File: src/rtl/contra_vga_timing.sv
// VGA raster timing generator: pixel/line counters plus registered hs, vs, blank and frame_end.
// Optional macro CONTRA_VGA_SYNC_DELAY_EN delays hs/vs/blank by two vga_clk cycles to match the mapper pipeline.
module contra_vga_timing #(
    parameter int H_VISIBLE = 640,
    parameter int H_FRONT   = 16,
    parameter int H_SYNC    = 96,
    parameter int H_BACK    = 48,
    parameter int V_VISIBLE = 480,
    parameter int V_FRONT   = 10,
    parameter int V_SYNC    = 2,
    parameter int V_BACK    = 33
) (
    input  logic       vga_clk,
    input  logic       reset,
    output logic [9:0] DrawX,
    output logic [9:0] DrawY,
    output logic       hs,
    output logic       vs,
    output logic       blank,
    output logic       frame_end
);

    localparam int H_TOTAL = H_VISIBLE + H_FRONT + H_SYNC + H_BACK;
    localparam int V_TOTAL = V_VISIBLE + V_FRONT + V_SYNC + V_BACK;

    localparam logic [9:0] H_LAST   = 10'(H_TOTAL - 1);
    localparam logic [9:0] V_LAST   = 10'(V_TOTAL - 1);
    localparam logic [9:0] H_VIS    = 10'(H_VISIBLE);
    localparam logic [9:0] V_VIS    = 10'(V_VISIBLE);
    localparam logic [9:0] HS_START = 10'(H_VISIBLE + H_FRONT);
    localparam logic [9:0] HS_END   = 10'(H_VISIBLE + H_FRONT + H_SYNC);
    localparam logic [9:0] VS_START = 10'(V_VISIBLE + V_FRONT);
    localparam logic [9:0] VS_END   = 10'(V_VISIBLE + V_FRONT + V_SYNC);

    logic [9:0] x_next;
    logic [9:0] y_next;
    logic       hs_base;
    logic       vs_base;
    logic       blank_base;

    always_comb begin
        x_next = DrawX + 10'd1;
        y_next = DrawY;
        if (DrawX == H_LAST) begin
            x_next = '0;
            y_next = (DrawY == V_LAST) ? 10'd0 : DrawY + 10'd1;
        end
    end

    // Decode from the next counter values so the registered flags line up with DrawX/DrawY.
    always_ff @(posedge vga_clk) begin
        if (reset) begin
            DrawX      <= '0;
            DrawY      <= '0;
            hs_base    <= 1'b1;
            vs_base    <= 1'b1;
            blank_base <= 1'b1;
            frame_end  <= 1'b0;
        end else begin
            DrawX      <= x_next;
            DrawY      <= y_next;
            hs_base    <= ~((x_next >= HS_START) && (x_next < HS_END));
            vs_base    <= ~((y_next >= VS_START) && (y_next < VS_END));
            blank_base <= (x_next < H_VIS) && (y_next < V_VIS);
            frame_end  <= (x_next == H_LAST) && (y_next == V_LAST);
        end
    end

`ifdef CONTRA_VGA_SYNC_DELAY_EN
    logic [1:0] hs_pipe;
    logic [1:0] vs_pipe;
    logic [1:0] blank_pipe;

    // Two-stage delay so sync and blank arrive with the mapper's pixel data.
    always_ff @(posedge vga_clk) begin
        if (reset) begin
            hs_pipe    <= 2'b11;
            vs_pipe    <= 2'b11;
            blank_pipe <= 2'b00;
        end else begin
            hs_pipe    <= {hs_pipe[0], hs_base};
            vs_pipe    <= {vs_pipe[0], vs_base};
            blank_pipe <= {blank_pipe[0], blank_base};
        end
    end

    assign hs    = hs_pipe[1];
    assign vs    = vs_pipe[1];
    assign blank = blank_pipe[1];
`else
    assign hs    = hs_base;
    assign vs    = vs_base;
    assign blank = blank_base;
`endif

endmodule

File: config.mk
export PLATFORM = sky130hd
export DESIGN_NAME = contra_vga_timing
export DESIGN_NICKNAME = d
export VERILOG_FILES = /design/src/rtl/contra_vga_timing.sv
export SDC_FILE = /design/constraint.sdc
export NUM_CORES = 1
export LEC_CHECK = 0
export CORE_MARGIN = 2
export CORE_UTILIZATION = 35
export CTS_BUF_LIST = sky130_fd_sc_hd__clkbuf_16
export CTS_CLUSTER_SIZE = 12
export DETAILED_ROUTE_END_ITERATION = 10
export REMOVE_ABC_BUFFERS = 1
export SLEW_MARGIN = 20
export SYNTH_ARGS = -nofsm -noshare
export SYNTH_HDL_FRONTEND = slang
export SYNTH_SLANG_ARGS = --single-unit
File: constraint.sdc
create_clock -name vga_clk -period 3.49 [get_ports vga_clk]
set_clock_uncertainty 0.15 [all_clocks]
set_input_delay 0.8725 -clock vga_clk [delete_from_list [all_inputs] [get_ports vga_clk]]
set_output_delay 0.8725 -clock vga_clk [all_outputs]
set_load 0.05 [all_outputs]
==> results.sh <==
export IMPL_outcome="finished clean"
export IMPL_use_met2=0.259
export IMPL_first_pass_iters=4
export IMPL_antenna_found_initial=0
export IMPL_ys_warnings_count=0
export IMPL_grt_pass1_wl_microns=5560
export IMPL_finalInstanceArea_sq_um=1660
export IMPL_cp_arrival_ps=2850
export IMPL_fill_cells=381
export IMPL_hold_path_class="flip-flop to flip-flop"
export IMPL_top_usage_layer="met2"
export IMPL_drtAntennaViolNets=0
export IMPL_worstSetupEndpointType="flip-flop"
export IMPL_start_util=0.368
export IMPL_cts_sinks=24
export IMPL_fp_coreArea_sq_um=3690
export IMPL_use_met3=0.0324
export IMPL_vias_per_cell=5.53
export IMPL_vdd_drop_max_v=0.000236
export IMPL_synth_edf_count=0
export IMPL_dieArea_sq_um=4390
export IMPL_leakage_nw=0.535
export IMPL_area_growth_pct=22.6
export IMPL_synth_distinct_cells=45
export IMPL_cts_buffers=3
export IMPL_grt_max_degree=14
export IMPL_max_freq_ghz=0.353
export IMPL_num_rows=22
export IMPL_ctsHtreeMaxLevel=1
export IMPL_dieWidth_microns=66.3
export IMPL_synth_seq_cells=24
export IMPL_drt_total_wl_microns=3310
export IMPL_post_cts_resized=0
export IMPL_drive_gt1_frac=0.0652
export IMPL_track_usage=0.164
export IMPL_grt_overflow_total=0
export IMPL_final_nets=191
export IMPL_syn_area_per_cell_sq_um=8.32
export IMPL_cts_tree="done"
export IMPL_dp_cells=228
export IMPL_io_buffers=25
export IMPL_detailed_place_hpwl_microns=2380
export IMPL_async_flop_share=0
export IMPL_vias=1283
export IMPL_routabilityCongestion=0.867
export IMPL_synth_ff_type="dfxtp_1"
export IMPL_synth_area_sq_um=1360
export IMPL_grt_use_met1=0.217
export IMPL_rsz0062_at_grt="no"
export IMPL_p_per_area_nw_per_um2=336
export IMPL_worstPathRequired_ps=3510
export IMPL_seq_area_frac_synth=0.354
export IMPL_num_antenna_cells=0
export IMPL_place_area_sq_um=1580
export IMPL_path_class="flip-flop to flip-flop"
export IMPL_clock_latency_ps=250
export IMPL_max_cap_violations=0
export IMPL_synth_top_area_cell="dfxtp_1"
export IMPL_synth_top_area_share=0.354
export IMPL_grt_pass1_vias=1186
export IMPL_finalMaxSlewViolations=0
export IMPL_hold_viol_final=0
export IMPL_drc=0
export IMPL_clockBufferDepth=2
export IMPL_period_share=0.811
export IMPL_cts_clk_slew_worst_paths_ps=60
export IMPL_synthCells=163
export IMPL_tightest_slew_ps=685
export IMPL_final_min_clock_period_ps=2830
export IMPL_cts_root_buf="clkbuf_16"
export IMPL_fp_dieH_microns=66.3
export IMPL_drtIter0Drc=46
export IMPL_io_pins=26
export IMPL_crit_fanout=10
export IMPL_ys_top_cells_by_area="dfxtp_1 (35%), nor2_1 (6.6%), nand3_1 (4.8%)"
export IMPL_slew_headroom=0.540
export IMPL_setup_viol=0
export IMPL_synth_common_cells="dfxtp_1 (24), nor2_1 (24), nand2_1 (14)"
export IMPL_postCtsHoldBufs=0
export IMPL_tns_ps=0
export IMPL_worst_setup_path_start_kind="flip-flop"
export IMPL_r2r_slack_ps=660
export IMPL_wl_per_cell_microns=14.3
export IMPL_finalNonFillerCells=232
export IMPL_cts_setup_buffers=0
final cells by class:
cell class              count  area, sq um  share of cell area
inverters                   6         22.5              0.0135
well taps                  48         60.1              0.0361
clock inverters             1         3.75             0.00226
repair buffers             27          265               0.160
multi-input cells         123          756               0.454
flip-flops and latches     24          480               0.289
clock buffers               3         75.1              0.0451
sequential cells by signal, indices dropped and copies added (netlist names):
register and flops:
vs 1, hs 1, blank 1, DrawX 10
DrawY 10, frame_end 1
through the flow:
step	total power [mW]	worst slack, ps	util	hold slack (ps)
floorplan	0.303	494	-	601
global placement	0.316	671	0.429	367
detailed placement	0.316	680	0.429	385
CTS	0.562	659	0.451	398
global route	0.585	478	0.451	432
finish	0.559	659	0.451	390
cells in the final DEF, fill, tap and decap left out, types with 2 or more instances in the layout:
| cell | n |
|---|---|
| dfxtp_1 | 24 |
| nor2_1 | 24 |
| o31ai_1 | 3 |
| nand3_1 | 13 |
| nand4_1 | 6 |
| a21oi_1 | 2 |
| o21ai_0 | 5 |
| xor2_1 | 4 |
| xnor2_1 | 6 |
| nor3_1 | 6 |
| ha_1 | 4 |
| buf_4 | 2 |
| clkbuf_16 | 3 |
| inv_1 | 6 |
| nand2_1 | 14 |
| a31oi_1 | 3 |
| clkdlybuf4s50_1 | 25 |
| or4_1 | 3 |
| a211oi_1 | 2 |
| nor4_1 | 5 |
worst max-delay path: stages, from the launching register on:
cell      delay [ps]
dfxtp_1          410
ha_1             260
nand4_1          250
or3_1            590
o31a_1           370
nor4b_1          300
nand4b_1         180
nor4b_2          260
cell families (layout without fill, tap and decap cells):
group                      after synthesis  count (layout)  synth area share
DFF                                     24              24             0.354
adders and majority gates                4               4            0.0369
and+or+nand+nor                         83              83             0.321
AOI/OAI and AO/OA                       25              25             0.126
muxes                                    1               1           0.00830
xor gates and xnor gates                10              10            0.0646
buffers and inverters                   16              37            0.0886
routing by layer:
layer  wire [microns]  vias up
met2             1510       37
li1                 -      632
met3              167        9
met4               55        0
met1             1590      605
met5                0        -
worst paths after layout:
kind                                from         to  cells after the start
worst max-delay path            DrawX[0]  frame_end                      7
worst min-delay path            DrawX[0]   DrawX[0]                      1
worst max register to register  DrawX[0]  frame_end                      7
worst min register to register  DrawX[0]   DrawX[0]                      1
power by group:
part | internal, mW | total [mW] | switching (mW)
Clock | 0.153 | 0.249 | 0.0961
Combinational | 0.00974 | 0.0285 | 0.0188
Sequential | 0.277 | 0.281 | 0.00429
Total | 0.440 | 0.559 | 0.119
Note: power is estimated with default switching activity, not from simulation.
